===== config.mk =====
export PLATFORM = sky130hd
export DESIGN_NAME = dm_initiator
export DESIGN_NICKNAME = d
export VERILOG_FILES = /design/src/rtl/dm_initiator.sv
export SDC_FILE = /design/constraint.sdc
export NUM_CORES = 1
export LEC_CHECK = 0
export ABC_AREA = 1
export CORE_MARGIN = 4
export CORE_UTILIZATION = 38
export CTS_CLUSTER_DIAMETER = 100
export DETAILED_ROUTE_END_ITERATION = 7
export PLACE_DENSITY = 0.77
export SYNTH_ARGS = -nofsm -noshare
export SYNTH_HDL_FRONTEND = slang
export SYNTH_SLANG_ARGS = --single-unit

===== constraint.sdc =====
create_clock -name clk -period 3.2 [get_ports clk]
set_clock_uncertainty 0.15 [all_clocks]
set_input_delay 0.32 -clock clk [delete_from_list [all_inputs] [get_ports clk]]
set_output_delay 0.32 -clock clk [all_outputs]
set_load 0.03 [all_outputs]

===== src/rtl/dm_initiator.sv =====
// MEM-stage load/store initiator: one word-aligned req/ack memory access per op, with load extension.
// Optional store tracing is compiled in with MEM_TRACE_EN.
module dm_initiator (
  input  logic        clk,
  input  logic        reset,
  input  logic        op_valid,
  input  logic [3:0]  op_type,
  input  logic [31:0] addr,
  input  logic [31:0] wdata,
  input  logic [31:0] pc,
  output logic        stall,
  output logic [31:0] rdata,
  output logic        rdata_valid,
  output logic        misalign,
  output logic        mem_req,
  output logic        mem_we,
  output logic [31:0] mem_addr,
  output logic [3:0]  mem_be,
  output logic [31:0] mem_wdata,
  input  logic        mem_ack,
  input  logic [31:0] mem_rdata,
  output logic [1:0]  dbg_state
);
  typedef enum logic [1:0] {IDLE = 2'd0, REQ = 2'd1, DONE = 2'd2} state_t;

  localparam logic [3:0] OP_LW = 4'h0, OP_LH = 4'h1, OP_LHU = 4'h2, OP_LB = 4'h3,
                         OP_LBU = 4'h4, OP_SW = 4'h8, OP_SH = 4'h9, OP_SB = 4'hA;

  state_t      r_state, w_next;
  logic [3:0]  r_op;
  logic [1:0]  r_lane;
  logic        r_mem_req, r_mem_we, r_rdata_valid;
  logic [31:0] r_mem_addr, r_mem_wdata, r_rdata;
  logic [3:0]  r_mem_be;

  logic        w_is_load, w_is_store, w_aligned, w_accept;
  logic [3:0]  w_be;
  logic [31:0] w_wdata, w_ext;
  logic [15:0] w_half;
  logic [7:0]  w_byte;

  // Decode of the op currently presented by the pipeline.
  always_comb begin
    w_is_load  = (op_type <= OP_LBU);
    w_is_store = (op_type == OP_SW) || (op_type == OP_SH) || (op_type == OP_SB);
    w_aligned  = 1'b1;
    w_be       = 4'b1111;
    w_wdata    = wdata;
    case (op_type)
      OP_LW, OP_SW:         w_aligned = (addr[1:0] == 2'b00);
      OP_LH, OP_LHU, OP_SH: w_aligned = ~addr[0];
      default:              w_aligned = 1'b1;
    endcase
    case (op_type)
      OP_SH: begin
        w_be    = addr[1] ? 4'b1100 : 4'b0011;
        w_wdata = {2{wdata[15:0]}};
      end
      OP_SB: begin
        w_be    = 4'b0001 << addr[1:0];
        w_wdata = {4{wdata[7:0]}};
      end
      default: begin
        w_be    = 4'b1111;
        w_wdata = wdata;
      end
    endcase
  end

  assign w_accept = (r_state == IDLE) && op_valid && (w_is_load || w_is_store) && w_aligned;
  assign misalign = (r_state == IDLE) && op_valid && (w_is_load || w_is_store) && !w_aligned;
  assign stall    = w_accept || (r_state == REQ);

  // Lane selection uses the latched address bits, not the live pipeline address.
  always_comb begin
    w_half = r_lane[1] ? mem_rdata[31:16] : mem_rdata[15:0];
    w_byte = mem_rdata[{r_lane, 3'b000} +: 8];
    case (r_op)
      OP_LH:   w_ext = {{16{w_half[15]}}, w_half};
      OP_LHU:  w_ext = {16'h0000, w_half};
      OP_LB:   w_ext = {{24{w_byte[7]}}, w_byte};
      OP_LBU:  w_ext = {24'h000000, w_byte};
      default: w_ext = mem_rdata;
    endcase
  end

  always_comb begin
    w_next = r_state;
    case (r_state)
      IDLE:    if (w_accept) w_next = REQ;
      REQ:     if (mem_ack)  w_next = DONE;
      DONE:    w_next = IDLE;
      default: w_next = IDLE;
    endcase
  end

  always_ff @(posedge clk or posedge reset) begin
    if (reset) begin
      r_state       <= IDLE;
      r_op          <= 4'h0;
      r_lane        <= 2'b00;
      r_mem_req     <= 1'b0;
      r_mem_we      <= 1'b0;
      r_mem_addr    <= 32'h0;
      r_mem_be      <= 4'h0;
      r_mem_wdata   <= 32'h0;
      r_rdata       <= 32'h0;
      r_rdata_valid <= 1'b0;
    end else begin
      r_state       <= w_next;
      r_rdata_valid <= 1'b0;
      if (w_accept) begin
        r_op        <= op_type;
        r_lane      <= addr[1:0];
        r_mem_req   <= 1'b1;
        r_mem_we    <= w_is_store;
        r_mem_addr  <= {addr[31:2], 2'b00};
        r_mem_be    <= w_be;
        r_mem_wdata <= w_wdata;
      end
      if (r_state == REQ && mem_ack) begin
        r_mem_req <= 1'b0;
        r_mem_we  <= 1'b0;
        if (!r_op[3]) begin
          r_rdata       <= w_ext;
          r_rdata_valid <= 1'b1;
        end
      end
    end
  end

`ifdef MEM_TRACE_EN
  logic [31:0] r_pc;
  logic [31:0] w_merged;
  assign w_merged = r_mem_wdata & {{8{r_mem_be[3]}}, {8{r_mem_be[2]}}, {8{r_mem_be[1]}}, {8{r_mem_be[0]}}};
  always_ff @(posedge clk or posedge reset) begin
    if (reset) begin
      r_pc <= 32'h0;
    end else begin
      if (w_accept) r_pc <= pc;
      if (r_state == REQ && mem_ack && r_mem_we)
        $display("%d@%h: *%h <= %h", $time, r_pc, r_mem_addr, w_merged);
    end
  end
`else
  logic w_unused_pc;
  assign w_unused_pc = ^pc;
`endif

  assign mem_req     = r_mem_req;
  assign mem_we      = r_mem_we;
  assign mem_addr    = r_mem_addr;
  assign mem_be      = r_mem_be;
  assign mem_wdata   = r_mem_wdata;
  assign rdata       = r_rdata;
  assign rdata_valid = r_rdata_valid;
  assign dbg_state   = r_state;
endmodule

# Word-level counts from Yosys, hierarchy flattened
# Cells that the tools add are included.
# totals
ff_bits	109
wordCells	60
# op_classes
n_mux	15
n_bitwise	2
eq_ne	12
shifts	2
n_lt_le_gt_ge	1
n_reduce_logical	18
# op_table
cell	n
$pmux 32 s4	1
$pmux 32 s2	1
$shiftx 32x6->8	1
$mux 16	1
$eq 4x2->1 const B	3
$eq 4x4->1 const B	3
$eq 4x1->1 const B	2
$pmux 4 s2	1
$mux 1	6
$logic_and 1x1->1	5
$eq 4x3->1 const B	1
$le 4x3->1 const B	1
$logic_not 2->1	2
$logic_not 4->1	1
$logic_or 1x1->1	4
$mux 2	2
$mux 4	1
$ne 2x2->1 const B	2
$pmux 2 s2	1
$reduce_and 2->1	2
$shl 1x2->4 const A	1
$reduce_or 3->1	1
$eq 2x1->1 const B	1
$not 1->1	2
other kinds (4)	4

# Depth between registers and ports, before layout
# depth
depth_word	8
ltp_mapped	11

# Worst setup path after synthesis
# Ideal clock, no wire load.
# synth_timing
kind	flip-flop to output port
start	register r_state[0], in the netlist dbg_state[0]
end	output stall
path_buffers	2
stages_incl_launch_ff	8
path_slack_ps	1190
t_arrival_ps	1540
cell_sequence	dfrtp_1 -> nor2_1 -> nand2_1 -> a21oi_2 -> nand2_2 -> buf_6 -> buf_6 -> nand2_1
# synth_between
elab_chain_len	5
word_cells_on_any_way	6
# synth_rtl
item	line	rtl
from (decl)	29	state_t r_state, w_next;
from (signal assigned)	110	r_state <= w_next;
$logic_not 2->1	70	assign w_accept = (r_state == IDLE) && op_valid && (w_is_load || w_is_store) && w_aligned;
$logic_and 1x1->1 (3 in a row)	70	
$logic_or 1x1->1 *	72	assign stall = w_accept || (r_state == REQ);
to (decl)	11	output logic stall,
# Mark *: on every way between the ends. The rest lies on a longest branch, timed or not.

# Worst setup path in the final report
# layout_timing
start	input op_type[3]
end	output misalign
# layout_between
elab_chain_len	6
word_cells_on_any_way	16
# layout_rtl
item	line	rtl
from (decl)	7	input logic [3:0] op_type,
branches (longest 5 deep; another with $eq 4x4->1)	-	
$logic_and 1x1->1 *	71	assign misalign = (r_state == IDLE) && op_valid && (w_is_load || w_is_store) && !w_aligned;
to (decl)	14	output logic misalign,
# Mark *: on every way between the ends.

==> flow_summary.yaml <==
timing:
  fmax_mhz: 375.5
  fin_ws_ps: 537.2
  holdWs_ps: 322.1
  worst_pin_slew_ps: 887.2
  setup_tns_ps: 0
  drv_slew: 0
  finalHoldViolCount: 0
  fin_crit_sh_pct: 83.21
  fin_crit_ps: 2663
  rsz0062_at_grt: "false"
  setup_viol: 0
  relSlewSlack_pct: 40.73
global_routing:
  grt_overflow: 0
  grt_max_degree: 62
  grt_pass1_wl_mm: 27.26
  antenna_found_initial: 0
  first_global_vias: 5372
  track_usage_pct: 21.03
pwr:
  power_mw: 6.558
  peakVddDrop_uv: 477.5
  power.leakage_nw: 3.951
  power.density_nw_per_um2: 825.1
critical_path:
  ff2ff_path_depth: 6
  cp.required_ps: 2730
  reg2reg_from: "r_op[3]"
  end_kind: "output port"
  cp.arrival_ps: 2190
  startpoint_type: "input port"
  r2r_slack_ps: 810
  path_cells: "clkdlybuf4s50_1, nand2_1, inv_2, nand2_1, a21oi_4, and3_1, clkdlybuf4s50_1"
  path_depth: 7
  critPathBufInv: 3
  slowest_stage: "clkdlybuf4s50_1"
  startpoint: "op_type[3]"
  cp_max_fo: 4
  crit_family: "buffers and inverters"
  slowest_delay_ps: 690
  timing.rr.end: "rdata[6]"
  cp-endpoint: "misalign"
  critPathKind: "input port to output port"
floorplan:
  die_x_um: 127.4
  rows: 43
  start_util_pct: 38.87
  die-height_um: 127.4
  coreArea_sq_um: 13930
  die_area_sq_um: 16230
  ios: 243
clock_tree:
  numCtsBuffers: 9
  clk_pin_slew_ps: 80
  cts_max_level: 3
  cts_hold_buf: 0
  postCtsSetupBuffers: 0
  cts_sinks: 109
  clock_latency_ps: 350
  ctsResizeCount: 0
  clk_path_buf_depth: 2
  cts_tree: "done"
  cts_root_buf: "clkbuf_16"
finish:
  drive_gt1_share_pct: 4.899
  fillers: 1251
  fin_cells: 1119
  fin_util_pct: 57.04
  syn_to_final_growth_pct: 46.75
  nets: 1070
  n_antenna_cell: 0
  stdcell_area_sq_um: 7949
place:
  placed_area_sq_um: 7660
  hpwl_mm: 12.40
  gp_congestion: 0.8755
  numPortBuffers: 208
  post-place-cells: 1103
  place_ws_ps: 536.2
logic_synthesis:
  syn_area_sq_um: 5416
  yosysWarnings: 0
  synth_cells: 741
  syn_area_per_cell_sq_um: 7.310
  yosysSeqAreaShare_pct: 50.36
  ys_ff_latch: 109
  synth.distinct_cells: 22
routing:
  post-route-drc-count: 0
  wl_mm: 17.02
  first_iter_violations: 399
  wl_per_cell_um: 15.21
  avgViaCountPerCell: 4.930
  ant_nets: 0
  dr.pass1.iters: 5
  vias: 5517
worst_hold_path:
  hp-class: "flip-flop to flip-flop"
status:
  status: "complete, no violations"
job:
  max_cap_viol_count: 0
==> tightest hold or removal path: stages (launching register included) <==
cell and delay [ps]:
dfrtp_1 350, nand2_1 50, nand2_1 40
==> synthesized netlist by cell type, drive strengths merged <==
library cell | count | area, sq um
nand2 | 297 | 1117
nand3 | 122 | 610.6
dfrtp | 109 | 2728
nor2 | 71 | 269.0
inv | 46 | 172.7
o21ai | 39 | 195.2
buf | 21 | 133.9
clkbuf | 18 | 67.56
a21oi | 7 | 42.54
or2 | 6 | 37.54
and3 | 2 | 12.51
conb | 1 | 3.750
nand3b | 1 | 20.02
nand4 | 1 | 6.260
==> power breakdown <==
part / total (mW) / leakage [nW] / internal (mW) / switching, mW
logic: 3.24 / 2.46 / 1.30 / 1.95
registers: 2.20 / 1.34 / 1.88 / 0.321
clock network: 1.12 / 0.147 / 0.565 / 0.550
total: 6.56 / 3.95 / 3.74 / 2.82
==> cell usage in the layout (no fill, tap or decap), drive strengths merged <==
master / netlist / routed
nand2: 297 / 297
nand4: 1 / 1
or2: 6 / 6
dfrtp: 109 / 109
and3: 2 / 2
clkdlybuf4s50: 0 / 207
clkinvlp: 0 / 1
clkinv: 0 / 2
inv: 46 / 49
clkbuf: 18 / 10
nand3: 122 / 122
conb: 1 / 2
nor2: 71 / 71
buf: 21 / 13
a21oi: 7 / 7
nand3b: 1 / 1
o21ai: 39 / 39
==> flip-flops by register name (all words and copies together), names as in the netlist <==
signal	flops
r_op	4
mem_be	4
r_lane	2
mem_wdata	32
rdata	32
rdata_valid	1
mem_addr	30
dbg_state	2
mem_req	1
mem_we	1
==> metal layers <==
| metal | up-vias | GRT usage (%) | wire, um |
|---|---|---|---|
| met5 | - | 0 | 0 |
| met4 | 0 | 5.741 | 249 |
| met3 | 16 | 9.072 | 1874 |
| met2 | 219 | 33.11 | 7830 |
| met1 | 2565 | 26.56 | 7069 |
| li1 | 2717 | - | - |
==> cell families (layout without fill, tap and decap cells) <==
kind of cell	Yosys count	after routing	share of synthesized area, %
AO/OA/AOI/OAI	46	46	4.389
buffers and inverters	85	282	6.907
flip-flops	109	109	50.36
other	1	2	0.06923
AND/OR/NAND/NOR	500	500	38.28
==> worst min-delay path by stage <==
stage | start | end | slack [ps] | cells after the start
2_1_floorplan | mem_ack | dbg_state[0] | 260 | 1
3_3_place_gp | mem_addr[25] | mem_addr[25] | 300 | 2
3_5_place_dp | mem_addr[21] | mem_addr[21] | 310 | 2
4_1_cts | mem_addr[4] | mem_addr[4] | 330 | 2
5_1_grt | mem_addr[16] | mem_addr[16] | 350 | 2
6_report | mem_addr[7] | mem_addr[7] | 320 | 2
==> cell type report <==
type / count / area [sq um] / area share (%)
tap: 180 / 225.2 / 2.833
clock buffer: 10 / 239.0 / 3.006
timing repair buffer: 220 / 2195 / 27.61
multi-input combinational: 548 / 2336 / 29.39
sequential: 109 / 2728 / 34.31
clock inverter: 6 / 50.05 / 0.6296
inverter: 46 / 176.4 / 2.219
Power figures use the tool's default switching activity.
